[config.mk]
export PLATFORM = sky130hd
export DESIGN_NAME = uart_rx_param
export DESIGN_NICKNAME = d
export VERILOG_FILES = /design/src/rtl/uart_rx_param.sv
export SDC_FILE = /design/constraint.sdc
export NUM_CORES = 1
export LEC_CHECK = 0
export CAP_MARGIN = 40
export CORE_ASPECT_RATIO = 0.9
export CORE_MARGIN = 2
export CORE_UTILIZATION = 45
export DETAILED_ROUTE_END_ITERATION = 8
export PLACE_DENSITY = 0.61
export SYNTH_ARGS = -nofsm -noshare
export SYNTH_HDL_FRONTEND = slang
export SYNTH_SLANG_ARGS = --single-unit
export TNS_END_PERCENT = 50
[constraint.sdc]
create_clock -name clk -period 6.9 [get_ports clk]
set_input_delay 1.035 -clock clk [delete_from_list [all_inputs] [get_ports clk]]
set_output_delay 1.035 -clock clk [all_outputs]
set_load 0.02 [all_outputs]
[src/rtl/uart_rx_param.sv]
`default_nettype none
// ============================================================================
// Module   : uart_rx_param
// Brief    : Parametrised UART receiver. Runtime baud divisor, configurable
//            data width, optional parity, 1/2 stop bits, 3-sample majority
//            vote, error/break detection and a small receive FIFO with a
//            valid/ready pop interface.
// Revision : 1.0 - initial release
// ============================================================================
module uart_rx_param #(
  parameter int DATA_BITS  = 8,
  parameter int OVERSAMPLE = 16,
  parameter int DIV_WIDTH  = 16,
  parameter int FIFO_DEPTH = 4,
  parameter int IDLE_BITS  = 2
) (
  input  logic                 clk,
  input  logic                 reset,
  input  logic                 rx,
  input  logic [DIV_WIDTH-1:0] baud_div,
  input  logic                 parity_en,
  input  logic                 parity_odd,
  input  logic                 two_stop,
  output logic [DATA_BITS-1:0] rx_data,
  output logic                 rx_perr,
  output logic                 rx_ferr,
  output logic                 rx_valid,
  input  logic                 rx_ready,
  output logic                 overrun,
  output logic                 break_det,
  output logic                 rx_idle
);

  localparam int SUB_W    = $clog2(OVERSAMPLE);
  localparam int BIT_W    = $clog2(DATA_BITS);
  localparam int PTR_W    = $clog2(FIFO_DEPTH);
  localparam int CNT_W    = PTR_W + 1;
  localparam int ENT_W    = DATA_BITS + 2;
  localparam int IDLE_MAX = IDLE_BITS * OVERSAMPLE;
  localparam int IDLE_W   = $clog2(IDLE_MAX + 1);

  localparam logic [SUB_W-1:0]  SAMPLE_A = SUB_W'(OVERSAMPLE / 2 - 1);
  localparam logic [SUB_W-1:0]  SAMPLE_B = SUB_W'(OVERSAMPLE / 2);
  localparam logic [SUB_W-1:0]  SAMPLE_C = SUB_W'(OVERSAMPLE / 2 + 1);
  localparam logic [SUB_W-1:0]  SUB_LAST = SUB_W'(OVERSAMPLE - 1);
  // The tick that detects the edge is counted as tick 1 of the start bit: the
  // true edge lies between the previous tick and this one, plus the
  // synchroniser delay, so this keeps the vote centred on each bit.
  localparam logic [SUB_W-1:0]  SUB_FIRST = SUB_W'(2);
  localparam logic [BIT_W-1:0]  BIT_LAST  = BIT_W'(DATA_BITS - 1);
  localparam logic [IDLE_W-1:0] IDLE_SAT  = IDLE_W'(IDLE_MAX);
  localparam logic [CNT_W-1:0]  CNT_FULL  = CNT_W'(FIFO_DEPTH);

  typedef enum logic [2:0] {
    S_IDLE, S_START, S_DATA, S_PARITY, S_STOP1, S_STOP2, S_BREAK_WAIT
  } state_t;

  state_t               state, state_nx;
  logic [DIV_WIDTH-1:0] tick_cnt, div_lat;
  logic                 tick;
  logic                 sync1, sync2, rx_s, rx_prev;
  logic [1:0]           sync_fill;
  logic [SUB_W-1:0]     sub_cnt;
  logic [BIT_W-1:0]     bit_cnt;
  logic [DATA_BITS-1:0] shreg;
  logic                 samp_a, samp_b, maj, at_mid, at_last;
  logic                 par_bit, perr_acc, ferr_acc;
  logic                 par_en_l, par_odd_l, two_stop_l;
  logic                 frame_done, frame_ferr, brk;
  logic [IDLE_W-1:0]    idle_cnt;

  logic [ENT_W-1:0]     mem [FIFO_DEPTH];
  logic [PTR_W-1:0]     wr_ptr, rd_ptr, rd_nx;
  logic [CNT_W-1:0]     count, count_nx;
  logic                 pop, full, push_ok, drop;
  logic [ENT_W-1:0]     push_word, head_word;

  assign tick = (tick_cnt == div_lat);

  // Free-running baud tick counter; a new divisor is picked up only at wrap
  always_ff @(posedge clk or negedge reset) begin
    if (!reset) begin
      tick_cnt <= '0;
      div_lat  <= '0;
    end else if (tick) begin
      tick_cnt <= '0;
      div_lat  <= baud_div;
    end else begin
      tick_cnt <= tick_cnt + DIV_WIDTH'(1);
    end
  end

  // Two-flop synchroniser; sync_fill marks when reset-value ones have flushed
  always_ff @(posedge clk or negedge reset) begin
    if (!reset) begin
      sync1     <= 1'b1;
      sync2     <= 1'b1;
      sync_fill <= '0;
    end else begin
      sync1     <= rx;
      sync2     <= sync1;
      sync_fill <= {sync_fill[0], 1'b1};
    end
  end

  assign rx_s = sync2;

  // Line value at the previous tick; starts low so a line held low through
  // reset release never looks like a falling edge
  always_ff @(posedge clk or negedge reset) begin
    if (!reset)                      rx_prev <= 1'b0;
    else if (tick && sync_fill[1])   rx_prev <= rx_s;
  end

  assign at_mid  = (sub_cnt == SAMPLE_C);
  assign at_last = (sub_cnt == SUB_LAST);
  assign maj     = (samp_a & samp_b) | (samp_a & rx_s) | (samp_b & rx_s);

  // Capture the first two votes; the third is the live sample at SAMPLE_C
  always_ff @(posedge clk or negedge reset) begin
    if (!reset) begin
      samp_a <= 1'b0;
      samp_b <= 1'b0;
    end else if (tick) begin
      if (sub_cnt == SAMPLE_A) samp_a <= rx_s;
      if (sub_cnt == SAMPLE_B) samp_b <= rx_s;
    end
  end

  // FSM state register
  always_ff @(posedge clk or negedge reset) begin
    if (!reset) state <= S_IDLE;
    else        state <= state_nx;
  end

  // Next-state logic plus frame-end and break strobes
  always_comb begin
    state_nx   = state;
    frame_done = 1'b0;
    frame_ferr = ferr_acc;
    brk        = 1'b0;
    if (tick) begin
      case (state)
        S_IDLE:   if (rx_prev && !rx_s) state_nx = S_START;
        S_START: begin
          if (at_mid && maj) state_nx = S_IDLE;
          else if (at_last)  state_nx = S_DATA;
        end
        S_DATA:   if (at_last && bit_cnt == BIT_LAST)
                    state_nx = par_en_l ? S_PARITY : S_STOP1;
        S_PARITY: if (at_last) state_nx = S_STOP1;
        S_STOP1: begin
          if (at_mid) begin
            if (!maj && shreg == '0 && (!par_en_l || !par_bit)) begin
              brk      = 1'b1;
              state_nx = S_BREAK_WAIT;
            end else if (!two_stop_l) begin
              frame_done = 1'b1;
              frame_ferr = ~maj;
              state_nx   = S_IDLE;
            end
          end else if (at_last && two_stop_l) begin
            state_nx = S_STOP2;
          end
        end
        S_STOP2: begin
          if (at_mid) begin
            frame_done = 1'b1;
            frame_ferr = ferr_acc | ~maj;
            state_nx   = S_IDLE;
          end
        end
        S_BREAK_WAIT: if (rx_s) state_nx = S_IDLE;
        default:      state_nx = S_IDLE;
      endcase
    end
  end

  // Per-frame datapath: bit timing, shifter, latched config and error flags
  always_ff @(posedge clk or negedge reset) begin
    if (!reset) begin
      sub_cnt    <= '0;
      bit_cnt    <= '0;
      shreg      <= '0;
      par_bit    <= 1'b0;
      perr_acc   <= 1'b0;
      ferr_acc   <= 1'b0;
      par_en_l   <= 1'b0;
      par_odd_l  <= 1'b0;
      two_stop_l <= 1'b0;
    end else if (tick) begin
      if (state == S_IDLE) begin
        sub_cnt <= '0;
        if (state_nx == S_START) begin
          sub_cnt    <= SUB_FIRST;
          bit_cnt    <= '0;
          par_bit    <= 1'b0;
          perr_acc   <= 1'b0;
          ferr_acc   <= 1'b0;
          par_en_l   <= parity_en;
          par_odd_l  <= parity_odd;
          two_stop_l <= two_stop;
        end
      end else if (state == S_BREAK_WAIT) begin
        sub_cnt <= '0;
      end else begin
        sub_cnt <= at_last ? '0 : sub_cnt + SUB_W'(1);
        if (at_mid) begin
          case (state)
            S_DATA:   shreg <= {maj, shreg[DATA_BITS-1:1]};
            S_PARITY: begin
              par_bit  <= maj;
              perr_acc <= (((^shreg) ^ maj) != par_odd_l);
            end
            S_STOP1:  ferr_acc <= ~maj;
            default:  ;
          endcase
        end
        if (at_last && state == S_DATA) bit_cnt <= bit_cnt + BIT_W'(1);
      end
    end
  end

  // Idle timer: counts ticks of high line while no frame is in progress
  always_ff @(posedge clk or negedge reset) begin
    if (!reset)                           idle_cnt <= '0;
    else if (state != S_IDLE || !rx_s)    idle_cnt <= '0;
    else if (tick && idle_cnt != IDLE_SAT) idle_cnt <= idle_cnt + IDLE_W'(1);
  end

  assign rx_idle = (idle_cnt == IDLE_SAT);

  // FIFO control; a full FIFO still accepts a push when the head leaves
  assign push_word = {perr_acc, frame_ferr, shreg};
  assign pop       = rx_valid && rx_ready;
  assign full      = (count == CNT_FULL);
  assign push_ok   = frame_done && (!full || pop);
  assign drop      = frame_done && full && !pop;
  assign rd_nx     = pop ? rd_ptr + PTR_W'(1) : rd_ptr;
  assign count_nx  = count + CNT_W'(push_ok) - CNT_W'(pop);
  // The next head is the word being written when it lands at the read slot
  assign head_word = (push_ok && wr_ptr == rd_nx) ? push_word : mem[rd_nx];

  // FIFO storage (contents need no reset, occupancy is tracked separately)
  always_ff @(posedge clk) begin
    if (push_ok) mem[wr_ptr] <= push_word;
  end

  // FIFO pointers, registered head outputs and one-cycle status pulses
  always_ff @(posedge clk or negedge reset) begin
    if (!reset) begin
      wr_ptr    <= '0;
      rd_ptr    <= '0;
      count     <= '0;
      rx_valid  <= 1'b0;
      rx_data   <= '0;
      rx_perr   <= 1'b0;
      rx_ferr   <= 1'b0;
      overrun   <= 1'b0;
      break_det <= 1'b0;
    end else begin
      if (push_ok) wr_ptr <= wr_ptr + PTR_W'(1);
      rd_ptr   <= rd_nx;
      count    <= count_nx;
      rx_valid <= (count_nx != '0);
      if (count_nx != '0) {rx_perr, rx_ferr, rx_data} <= head_word;
      overrun   <= drop;
      break_det <= brk;
    end
  end

endmodule
`default_nettype wire

==> metrics.md, run 1 <==
| Metric | Value |
|---|---|
| Asr flop ratio synth | 69.0% |
| Crit path kind | flip-flop to flip-flop |
| CP startpoint kind | flip-flop |
| Power Dens Cells | 297 mW/mm^2 |
| Worst r2r dst | rx_data[2]$_DFFE_PN0P_ |
| Int Power | about 1.6 mW |
| Final slew viol count | 0 |
| Synth cell types | 60 |
| DR WL/cell | 16.1 um |
| Post-CTS sizing | 0 |
| Synth Flop Type | dfrtp_1 |
| Clk network pwr share | ~45% |
| Final Hold Viols | 0 |
| Worst Hold Class | flip-flop to flip-flop |
| Max VDD drop | 0.000166 V |
| Worst skew pair latency | 410 ps |
| Unrepaired setup endpoints after global routing | no |
| Pleak | 3.03 nW |
| Area of the multi-input gates | 0.00245 sq mm |
| Final period util | 56.3% |
| Critical Path RT | 7150 ps |
| Switching Share | around a quarter |
| Fill cell count | 1154 |
| TritonCTS clock tree | done |
| # port buffers | 36 |
| Crit Path Max Fanout | 21 |
| Max-cap violations | 0 |
| Post-synth EDFFs | 40 |
| Fin worst setup slack | 3020 ps |
| Synthesized area | 0.00611 sq mm |
| Max Clock Freq | 257 MHz |
| Top routing layer used | met4 |
| Sequential cell area | 0.00343 sq mm |
| Core Rows | 40 |
| ANT cells | 0 |
| Deepest clock path buffer count | 2 |
| Hold_buf cts | 0 |
| P&R area growth vs syn | 18.6% |
| Antenna Nets Post-Route | 0 |
| Syn Area/Cell | 12.0 sq um |
| Reg2Reg Launch Point | rx_s$_DFF_PN1_ |
| CP startpoint | rx_s$_DFF_PN1_ |
| Fin util | between 50 and 60% |
| Flops & latches, synth | 129 |
| Sequential share of the synthesized area | a little under three fifths |
| GRT Util Overall | between 10% and 20% |
| H-tree levels | 4 |
| Switching pwr | around 0.54 mW |
| DRC Markers | 0 |
| Largest net degree at the start of global routing | 67 |
| NumNets Final | roughly 590 |
| CP arrival | 4130 ps |
| Initial core utilization | 45.9% |
| Worst Tran Pin Value | slightly below 700 ps |
| Gr ovfl total | 0 |
| Yosys Warn Count | 0 |
| Post-layout min period | 3880 ps |
| Reg2reg setup slack | between 3000 and 4000 ps |
| Vias in the first global route | just under 4000 |
| Post-CTS Setup Bufs | 0 |
| Met1 WL | 5.51 mm |
| Routed vias/inst | 5.34 |
| Die Footprint | 0.0145 sq mm |
| GPL Wtd Cong | between 0.7 and 0.8 |
| Syn Nets | 553 |
| DRT iter0 DRCs | between 200 and 300 |
| Met2 WL post-DR | between 5 and 6 mm |
| Root buffer cell | clkbuf_16 |
| Max_slew headroom | 54.8% |
| Cell count after synthesis | 511 |
| Num CTS Buffers | 17 |
| Number of top-level pins | 37 |
| Die W | between 100 and 150 um |
| Clk_skew | 7.53 ps |
| Register-to-Register Path Depth | 12 |
| First-pass GRT wire length | 20.1 mm |
| DPL Wire Length | 7.87 mm |
| CP Capture Type | flip-flop |
| TNS Setup | 0 ps |
| Die Y | 115 um |
| Pre-CTS WS | about 2600 ps |
| Outcome | complete, no violations |
| Sequential share of power | roughly two fifths |
| Core ar. | 0.0133 sq mm |
| Final Setup Violations | 0 |
| Critical path endpoint | rx_data[2]$_DFFE_PN0P_ |
| Fraction of layout cells with a size suffix above 1 | 14.5% |
| Routed via count | 3889 |
| Initial antenna violation count | 0 |
| Number of clock sinks | roughly 130 |
| Gate power share | 14.4% |
| 1st-pass router iterations | 5 |
| Clock-pin slew on the worst setup and hold paths | around 60 ps |
| Total wire length | 11.8 mm |
| WL met3 | 567 um |
[cell usage in the layout (no fill, tap or decap), types with 6 or more instances in the layout]
cell / synthesis / final
clkbuf_16: 0 / 17
a31oi_1: 11 / 11
mux4_2: 10 / 10
xnor2_1: 29 / 29
edfxtp_1: 40 / 40
nand3_1: 12 / 12
or3_1: 6 / 6
and2_1: 6 / 6
and3_1: 6 / 6
o21ai_0: 21 / 21
nor2_1: 43 / 43
nand4_1: 10 / 10
nand3b_1: 6 / 6
xor2_1: 12 / 12
nor3_1: 7 / 7
a21oi_1: 10 / 10
inv_1: 27 / 27
ha_1: 18 / 18
nor2b_1: 8 / 8
clkdlybuf4s50_1: 0 / 35
dfrtp_1: 87 / 87
nand2_1: 40 / 40
mux2_2: 22 / 22
[registers in the layout, summed over array words and instances, names as in the netlist, 2 cells and up]
register,count
bit_cnt,3
count,3
div_lat,16
idle_cnt,6
mem,40
rd_ptr,2
rx_data,8
shreg,8
state,3
sub_cnt,4
sync_fill,2
tick_cnt,16
wr_ptr,2
[through the flow]
stage | area [sq um] | total power, mW | instances | hold WS (ps)
global route | 7250 | 2.25 | 728 | 369
detailed placement | 6610 | 1.21 | 696 | 350
finish | 7250 | 2.16 | 728 | 358
CTS | 7250 | 2.18 | 728 | 361
global placement | 6580 | 1.19 | 695 | 332
floorplan | 6110 | 1.09 | 511 | 331
[cell families (layout without fill, tap and decap cells)]
kind of cell / Yosys count / count (layout) / synth area share [%]
multiplexers: 34 / 34 / 8.07
other: 1 / 1 / 0.0614
buffers and inverters: 51 / 100 / 3.91
flip-flops: 129 / 129 / 56.2
adder cells (fa/ha/maj): 20 / 20 / 4.20
XOR/XNOR: 41 / 41 / 5.88
AND/OR/NAND/NOR: 172 / 172 / 15.1
AO/OA/AOI/OAI: 63 / 63 / 6.64
[final cells by class]
class	count	area share, %
Sequential cell	129	47.3
Timing Repair Buffer	41	5.73
Tap cell	168	2.90
Inverter	27	1.40
Clock buffer	17	5.87
Clock inverter	15	2.99
Multi-Input combinational cell	331	33.8
[worst max-delay path: stages (launching register included)]
cell and delay [ps]:
dfstp_2 620, maj3_2 350, o31a_1 260, nor2_1 90, and4b_1 420, inv_1 70
ha_1 270, inv_1 40, ha_1 190, fa_1 450, or3_1 680, nor2_1 210
a31oi_1 70
[cells in the mapped netlist, types with 6 or more instances]
library cell | instances | area share, %
a21oi_1 | 10 | 0.82
a31oi_1 | 11 | 1.1
and2_1 | 6 | 0.61
and3_1 | 6 | 0.61
buf_2 | 8 | 0.66
clkbuf_1 | 10 | 0.61
dfrtp_1 | 87 | 36
edfxtp_1 | 40 | 20
ha_1 | 18 | 3.7
inv_1 | 27 | 1.7
mux2_2 | 22 | 4.1
mux4_2 | 10 | 3.7
nand2_1 | 40 | 2.5
nand3_1 | 12 | 0.98
nand3b_1 | 6 | 0.74
nand4_1 | 10 | 1.0
nor2_1 | 43 | 2.6
nor2b_1 | 8 | 0.82
nor3_1 | 7 | 0.57
o21ai_0 | 21 | 1.7
or3_1 | 6 | 0.61
xnor2_1 | 29 | 4.2
xor2_1 | 12 | 1.7
[per-layer routing]
metal | GRT usage, % | up-vias
met5 | 0 | -
met2 | 27.7 | 68
met4 | 6.59 | 0
met3 | 4.95 | 11
li1 | - | 1879
met1 | 24.3 | 1931
[power groups by stage]
stage	clock, mW	sequential [mW]	combinational, mW
2_1_floorplan	0	0.897	0.196
3_3_place_gp	0	0.891	0.298
3_5_place_dp	0	0.892	0.314
4_1_cts	0.988	0.879	0.316
5_1_grt	1.02	0.887	0.344
6_report	0.967	0.879	0.309
[worst min-delay path by stage]
stage / startpoint / to / slack, ps / cells past startpoint
final: sync_fill[0]$_DFF_PN0_ / sync_fill[1]$_DFF_PN0_ / 360 / 0
after global routing: sync1$_DFF_PN1_ / rx_s$_DFF_PN1_ / 370 / 0
after CTS: sync_fill[0]$_DFF_PN0_ / sync_fill[1]$_DFF_PN0_ / 360 / 0
after detailed placement: sync_fill[0]$_DFF_PN0_ / sync_fill[1]$_DFF_PN0_ / 350 / 0
after global placement: sync_fill[0]$_DFF_PN0_ / sync_fill[1]$_DFF_PN0_ / 330 / 0
after floorplan: sync_fill[0]$_DFF_PN0_ / sync_fill[1]$_DFF_PN0_ / 330 / 0
(Power assumes the default switching activity.)
==> inputs of run 2 (changes only) <==
==> constraint.sdc (replaced) <==
create_clock -name clk -period 3.6 [get_ports clk]
set_input_delay 0.54 -clock clk [delete_from_list [all_inputs] [get_ports clk]]
set_output_delay 0.54 -clock clk [all_outputs]
set_load 0.02 [all_outputs]
==> metrics.md, run 2 (synthesis gave the netlist of run 1 again) <==
| Metric | Value |
|---|---|
| Reg with most FFs | mem |
| H-tree levels | 4 (unchanged) |
| 1st-pass router iterations | 4 (-1) |
| Root buffer cell | clkbuf_16 |
| GPL Wtd Cong | 0.771 (+0.55%) |
| Final Setup Violations | 0 (unchanged) |
| DRT iter0 DRCs | 308 (+5.8%) |
| Die W | 127 um (unchanged) |
| Fin area | 0.00732 sq mm (+0.98%) |
| Max Clock Freq | 298 MHz (+16%) |
| Register-to-Register Path Depth | 14 (+2) |
| Fraction of layout cells with a size suffix above 1 | 16.3% (+1.8 points) |
| Largest net degree at the start of global routing | 67 (unchanged) |
| Pleak | 3.10 nW (+2.1%) |
| Max_slew headroom | 54.5% (-0.28 points) |
| Clk_skew | 6.80 ps (-0.722 ps) |
| Fin util | 55.0% (+0.54 points) |
| Die Y | 115 um (unchanged) |
| Total placed cells including tap cells | 708 (+1.7%) |
| Power Dens Cells | 569 mW/mm^2 (+91%) |
| Hold WS | 123 ps (-235 ps) |
| Gate power share | 14.7% (+0.3 points) |
| GRT Util Overall | 18.6% (+0.67 points) |
| Num CTS Buffers | 17 (unchanged) |
| Initial core utilization | 45.9% (unchanged) |
| P&R area growth vs syn | 19.8% |
| Placed cell area | 0.00668 sq mm (+1.1%) |
| Met1 WL | 6.00 mm (+8.8%) |
| Reg2reg setup slack | 240 ps (-2770 ps) |
| Crit Path Max Fanout | 21 (unchanged) |
| Slowest cell on the critical path | dfrtp_1 |
| Leading cell types in the layout, fill and taps excluded | 87 x dfrtp_1, 42 x nor2_1, 40 x nand2_1, 40 x edfxtp_1, 35 x clkdlybuf4s50_1 |
| Final slew viol count | 0 (unchanged) |
| CP Capture Type | flip-flop |
| WL met3 | 527 um (-7.1%) |
| NumNets Final | 601 (+2.0%) |
| CP startpoint kind | flip-flop |
| Routed vias/inst | 5.33 (-0.21%) |
| Top routing layer used | met4 |
| Number of top-level pins | 37 (unchanged) |
| Deepest clock path buffer count | 2 (unchanged) |
| CP peak stage delay | 420 ps (-260 ps) |
| Post-layout min period | 3360 ps (-526 ps) |
| # port buffers | 36 (unchanged) |
| Core Rows | 40 (unchanged) |
| DPL Wire Length | 8.28 mm (+5.3%) |
| Gr ovfl total | 0 (unchanged) |
| Worst Hold Class | input pin to asynchronous set/reset pin |
| Total wire length | 12.2 mm (+3.8%) |
| Worst-path cell chain | xnor2_1 > nand4_1 > nor4_4 > and4b_1 > inv_1 > ha_1 > inv_1 > ha_1 > fa_1 > xnor2_1 > or3_1 > buf_4 > nor2_1 > a31oi_1 |
| Worst Tran Pin Value | 682 ps (+4.14 ps) |
| Final period util | 93.3% (+37 points) |
| Reg2Reg Launch Point | tick_cnt[4]$_DFF_PN0_ |
| Switching Share | 25.3% (+0.28 points) |
| Worst skew pair latency | 410 ps (about the same) |
| CP arrival | 3640 ps (-490 ps) |
| Clock-pin slew on the worst setup and hold paths | 60 ps (about the same) |
| Worst path depth | 14 (+2) |
| DRC Markers | 0 (unchanged) |
| Most common cell after layout, fill and taps aside | dfrtp_1 |
| Antenna Nets Post-Route | 0 (unchanged) |
| TritonCTS clock tree | done |
| Critical path endpoint | rx_data[0]$_DFFE_PN0P_ |
| Worst path top cell family by delay | simple AND/OR/NAND/NOR gates |
| Clk network pwr share | 44.9% (about the same) |
| Routed via count | 3945 (+1.4%) |
| Die Footprint | 0.0145 sq mm (unchanged) |
| Final Hold Viols | 0 (unchanged) |
| TNS Setup | 0 ps (unchanged) |
| Worst r2r dst | rx_data[0]$_DFFE_PN0P_ |
| CP startpoint | tick_cnt[4]$_DFF_PN0_ |
| Post-route non-filler standard cell count | 740 (+1.6%) |
| Worst path buffer plus inverter count | 3 (+1) |
| Outcome | complete, no violations |
| Unrepaired setup endpoints after global routing | no |
| Core ar. | 0.0133 sq mm (unchanged) |
| Switching pwr | 1.05 mW (+95%) |
| Initial antenna violation count | 0 (unchanged) |
| Critical Path RT | 3880 ps (-3270 ps) |
| Max reg flops | 40 (unchanged) |
| DR WL/cell | 16.5 um (+2.2%) |
| Regs by FF count | mem x40, div_lat x16, tick_cnt x16 |
| Crit path kind | flip-flop to flip-flop |
| Max-cap violations | 0 (unchanged) |
| First-pass GRT wire length | 20.8 mm (+3.3%) |
| ANT cells | 0 (unchanged) |
| Max VDD drop | 0.000333 V (+100%) |
| Int Power | 3.11 mW (+92%) |
| Met2 WL post-DR | 5.56 mm (+0.27%) |
| Vias in the first global route | 3963 (+0.84%) |
| Number of clock sinks | 129 (unchanged) |
| Sequential share of power | 40.3% (-0.5 points) |
| Post-CTS Setup Bufs | 0 (unchanged) |
-- run 2: worst min-delay path by stage --
| stage | slack (ps) | to | cells after the start | start |
|---|---|---|---|---|
| 6_report | 120 | idle_cnt[0]$_DFFE_PN0P_ | 1 | reset |
| 5_1_grt | 170 | idle_cnt[1]$_DFFE_PN0P_ | 1 | reset |
| 4_1_cts | 140 | idle_cnt[0]$_DFFE_PN0P_ | 1 | reset |
| 3_5_place_dp | 340 | sync_fill[1]$_DFF_PN0_ | 0 | sync_fill[0]$_DFF_PN0_ |
| 3_3_place_gp | 340 | sync_fill[1]$_DFF_PN0_ | 0 | sync_fill[0]$_DFF_PN0_ |
| 2_1_floorplan | 240 | bit_cnt[0]$_DFFE_PN0P_ | 0 | reset |
-- run 2: worst reg2reg max path, stage by stage, from the launching register on --
cell and delay, ps:
dfrtp_1 420, xnor2_1 260, nand4_1 220, nor4_4 320, and4b_1 250, inv_1 50, ha_1 270, inv_1 40
ha_1 180, fa_1 380, xnor2_1 150, or3_1 300, buf_4 220, nor2_1 120, a31oi_1 50
-- run 2: per-layer routing --
layer	GRT usage, %	vias up
li1	-	1905
met1	27.3	1948
met2	27.1	77
met3	4.58	15
met4	6.15	0
met5	0	-
-- run 2: stage by stage --
step	power (mW)	worst slack, ps
2_1_floorplan	2.10	138
3_3_place_gp	2.30	251
3_5_place_dp	2.33	162
4_1_cts	4.22	199
5_1_grt	4.35	11.4
6_report	4.16	242
-- run 2: cell type report --
| cell class | count | area [sq um] |
|---|---|---|
| Clock buffer | 18 | 429 |
| Clock inverter | 14 | 211 |
| Fill cell | 1131 | 5990 |
| Inverter | 27 | 101 |
| Multi-Input combinational cell | 331 | 2450 |
| Sequential cell | 129 | 3430 |
| Tap cell | 168 | 210 |
| Timing Repair Buffer | 53 | 485 |
-- run 2: power by group through the flow --
stage               Clock [mW]  Sequential, mW  Combinational (mW)
floorplan                    0            1.72               0.376
global placement             0            1.70               0.598
detailed placement           0            1.71               0.627
CTS                       1.91            1.68               0.628
global route              1.97            1.69               0.687
finish                    1.87            1.68               0.614
-- run 2: timing repair --
action / in CTS / in global routing
hold buffers: 0 / 0
setup endpoints to repair: 0 / 6
gates resized for setup: 0 / 1
==> inputs of run 3 (changes only) <==
--- a/config.mk
+++ b/config.mk
@@ -5,6 +5,7 @@
 export SDC_FILE = /design/constraint.sdc
 export NUM_CORES = 1
 export LEC_CHECK = 0
+export ABC_AREA = 1
 export CAP_MARGIN = 40
 export CORE_ASPECT_RATIO = 0.9
 export CORE_MARGIN = 2
==> metrics.md, run 3 <==
| Metric | Value |
|---|---|
| Leading cell types in the layout, fill and taps excluded | 187 x nand2_1, 87 x inv_1, 87 x dfrtp_1 |
| XOR/XNOR Fraction of Synth Area | 2.63% (-3.3 points) |
| Proportion of synthesized area in mux cells | 0.178% (-7.9 points) |
| Routed vias/inst | 4.91 (-7.8%) |
| GPL Wtd Cong | 0.880 (+14%) |
| P&R area growth vs syn | 18.7% |
| CP startpoint kind | flip-flop |
| Post-layout min period | 3260 ps (-102 ps) |
| Largest family of logic cells by synthesized area | simple AND/OR/NAND/NOR gates |
| Post-synth EDFFs | 40 (unchanged) |
| Reg with most FFs | mem |
| Max VDD drop | 0.000385 V (+16%) |
| CP peak stage delay | 490 ps (+70 ps) |
| Fin area | 0.00753 sq mm (+2.8%) |
| Gr ovfl total | 0 (unchanged) |
| Placed cell area | 0.00693 sq mm (+3.8%) |
| DR WL/cell | 13.4 um (-19%) |
| Outcome | complete, no violations |
| Syn Nets | 767 (+39%) |
| Power Total | 4.23 mW (+1.5%) |
| Asr flop ratio synth | 69.0% (unchanged) |
| Routed via count | 4805 (+22%) |
| Max-cap violations | 0 (unchanged) |
| Clock-pin slew on the worst setup and hold paths | 60 ps (about the same) |
| DPL Wire Length | 9.28 mm (+12%) |
| Root buffer cell | clkbuf_16 |
| Most common cell in the netlist | nand2_1 |
| Pleak | 3.48 nW (+12%) |
| Number of top-level pins | 37 (unchanged) |
| Most common cell after layout, fill and taps aside | nand2_1 |
| Sequential share of power | 39.0% (-1.3 points) |
| Critical Path RT | 3960 ps (+80 ps) |
| Int Power | 2.99 mW (-3.9%) |
| Switching Share | 29.3% (+4.0 points) |
| H-tree levels | 4 (unchanged) |
| Max Clock Freq | 307 MHz (+3.1%) |
| GRT Util Overall | 19.1% (+0.52 points) |
| Regs by FF count | mem x40, div_lat x16, tick_cnt x16 |
| Core ar. | 0.0139 sq mm (+4.4%) |
| Flops & latches, synth | 129 (unchanged) |
| Clk network pwr share | 40.0% (-4.9 points) |
| Die Footprint | 0.0151 sq mm (+3.6%) |
| Fin worst setup slack | 344 ps (+102 ps) |
| TNS Setup | 0 ps (unchanged) |
| CP arrival | 3610 ps (-30 ps) |
| Pre-CTS WS | 262 ps (+99.9 ps) |
| Num CTS Buffers | 17 (unchanged) |
| Sequential share of the synthesized area | 54.1% (-2.0 points) |
| Register-to-Register Path Depth | 19 (+5) |
| Leading area contributor after synthesis | dfrtp_1 |
| Final Setup Violations | 0 (unchanged) |
| Synthesized area | 0.00634 sq mm (+3.8%) |
| Reg2Reg Launch Point | shreg[2]$_DFFE_PN0P_ |
| NumNets Final | 814 (+35%) |
| Slowest cell on the critical path | dfrtp_1 |
| Number of clock sinks | 129 (unchanged) |
| Die W | 129 um (+1.8%) |
| Synth top area cells | dfrtp_1 34%, edfxtp_1 19%, nand2_1 11% |
| DRT iter0 DRCs | 354 (+15%) |
| Total wire length | 13.1 mm (+7.1%) |
| Deepest clock path buffer count | 2 (unchanged) |
| Vias in the first global route | 4679 (+18%) |
| Simple-gate share of the synthesized area | 22.9% (+7.8 points) |
| Synth top area share | 34.3% (-1.3 points) |
| Reg2reg setup slack | 340 ps (+100 ps) |
| Gate power share | 21.0% (+6.3 points) |
| Largest net degree at the start of global routing | 51 (-24%) |
| Crit Path Max Fanout | 10 (-52%) |
| TritonCTS clock tree | done |
| # port buffers | 36 (unchanged) |
| Clk_skew | 5.67 ps (-1.13 ps) |
| Power Dens Cells | 562 mW/mm^2 (-1.3%) |
| Initial antenna violation count | 0 (unchanged) |
| Hold WS | 53.0 ps (-70.2 ps) |
| Synth cell count leaders | 187 x nand2_1, 88 x inv_1, 87 x dfrtp_1 |
| Initial core utilization | 45.6% (-0.29 points) |
| Unrepaired setup endpoints after global routing | no |
| Syn Area/Cell | 8.74 sq um (-27%) |
| Switching pwr | 1.24 mW (+18%) |
| Core Rows | 41 (+2.5%) |
| Worst Hold Class | input pin to asynchronous set/reset pin |
| Final slew viol count | 0 (unchanged) |
| Worst skew pair latency | 420 ps (about the same) |
| Synth cell types | 42 (-30%) |
| Synth Flop Type | dfrtp_1 |
| CP Capture Type | flip-flop |
| Final Hold Viols | 0 (unchanged) |
| Worst-path cell chain | inv_1 > ha_1 > nand2_1 > nor2_1 > nand3_1 > nand2_1 > inv_2 > nand3_2 > nand2_1 > nand2_1 > ha_1 > inv_1 > ha_1 > fa_1 > xor2_1 > nor3_2 > buf_4 > nand2_1 > nand2_1 |
| Synth Area in Compound Gates | 8.98% (+2.3 points) |
| CP startpoint | shreg[2]$_DFFE_PN0P_ |
| Crit path kind | flip-flop to flip-flop |
| First-pass GRT wire length | 22.3 mm (+7.3%) |
| Yosys Warn Count | 0 (unchanged) |
| Worst Tran Pin Value | 656 ps (-25.9 ps) |
| Synth Area in Adders | 3.87% (-0.33 points) |
| CP most frequent cell | nand2_1 |
| Max_slew headroom | 56.2% (+1.7 points) |
| Final period util | 90.5% (-2.8 points) |
| Die Y | 117 um (+1.8%) |
| Fraction of layout cells with a size suffix above 1 | 11.1% (-5.2 points) |
| 1st-pass router iterations | 4 (unchanged) |
| Max reg flops | 40 (unchanged) |
| DRC Markers | 0 (unchanged) |
| Cell count after synthesis | 725 (+42%) |
| Antenna Nets Post-Route | 0 (unchanged) |
| ANT cells | 0 (unchanged) |
| Worst r2r dst | rx_data[4]$_DFFE_PN0P_ |
## run 3: cell count changes in the layout (fill, tap and decap cells not counted), moves of 14 or more
cell     delta
nor2_1     +37
o21ai_0    +29
nand2_2    +14
mux2_2     -21
inv_1      +60
nand3_1    +16
nand2_1   +147
xnor2_1    -16
## run 3: metrics by stage
stage	utilization, %	std cells
3_3_place_gp	49.9	946
5_1_grt	54.1	978
2_1_floorplan	-	725
3_5_place_dp	49.9	946
6_report	54.1	978
4_1_cts	54.1	978
## run 3: layer usage
metal / global-route usage, % / vias to the layer above / share of wire (%)
met5: 0 / - / 0
met4: 7.10 / 0 / 1.9
met3: 4.63 / 22 / 3.5
met2: 31.5 / 95 / 48
met1: 24.7 / 2260 / 46
li1: - / 2428 / -
## run 3: worst max path at each step
stage | endpoint | depth (start not counted) | slack, ps
detailed placement | rx_data[2]$_DFFE_PN0P_ | 18 | 260
CTS | rx_data[2]$_DFFE_PN0P_ | 18 | 250
global route | rx_data[2]$_DFFE_PN0P_ | 18 | 50
floorplan | rx_data[0]$_DFFE_PN0P_ | 18 | 510
finish | rx_data[4]$_DFFE_PN0P_ | 19 | 340
global placement | rx_data[7]$_DFFE_PN0P_ | 19 | 400
## run 3: logic make-up after synthesis
group / count (synthesis)
buffers and inverters: 116
other: 1
XOR/XNOR: 19
multiplexers: 1
AO/OA/AOI/OAI: 101
AND/OR/NAND/NOR: 339
adder cells (fa/ha/maj): 19
flip-flops: 129
## run 3: area by class of cell
cell class | instances | area, sq um
fillers | 1279 | 6380
inverters | 95 | 357
clock buffers | 19 | 453
repair buffers | 49 | 455
well taps | 193 | 241
flip-flops and latches | 129 | 3430
clock inverters | 13 | 138
multi-input cells | 480 | 2450
## run 3: what timing repair did
| action | in CTS | in global routing |
|---|---|---|
| setup buffers | 0 | 0 |
| gates resized for setup | 0 | 2 |
| hold buffers | 0 | 0 |
| endpoints found under the hold margin | 0 | 0 |
| setup endpoints to repair | 0 | 11 |
## run 3: critical path, delay by kind of cell (launching register included)
| family | cells | cell delay, ps |
|---|---|---|
| xor+xnor | 1 | 200 |
| flops | 1 | 490 |
| simple gates | 10 | 960 |
| fa+ha+maj | 4 | 1100 |
| buf+inv | 4 | 430 |
## run 3: power groups by stage
stage	clock (mW)	combinational, mW	sequential [mW]
floorplan	0	0.530	1.71
global placement	0	0.855	1.67
detailed placement	0	0.886	1.68
CTS	1.72	0.887	1.65
global route	1.79	1.00	1.66
finish	1.69	0.887	1.65
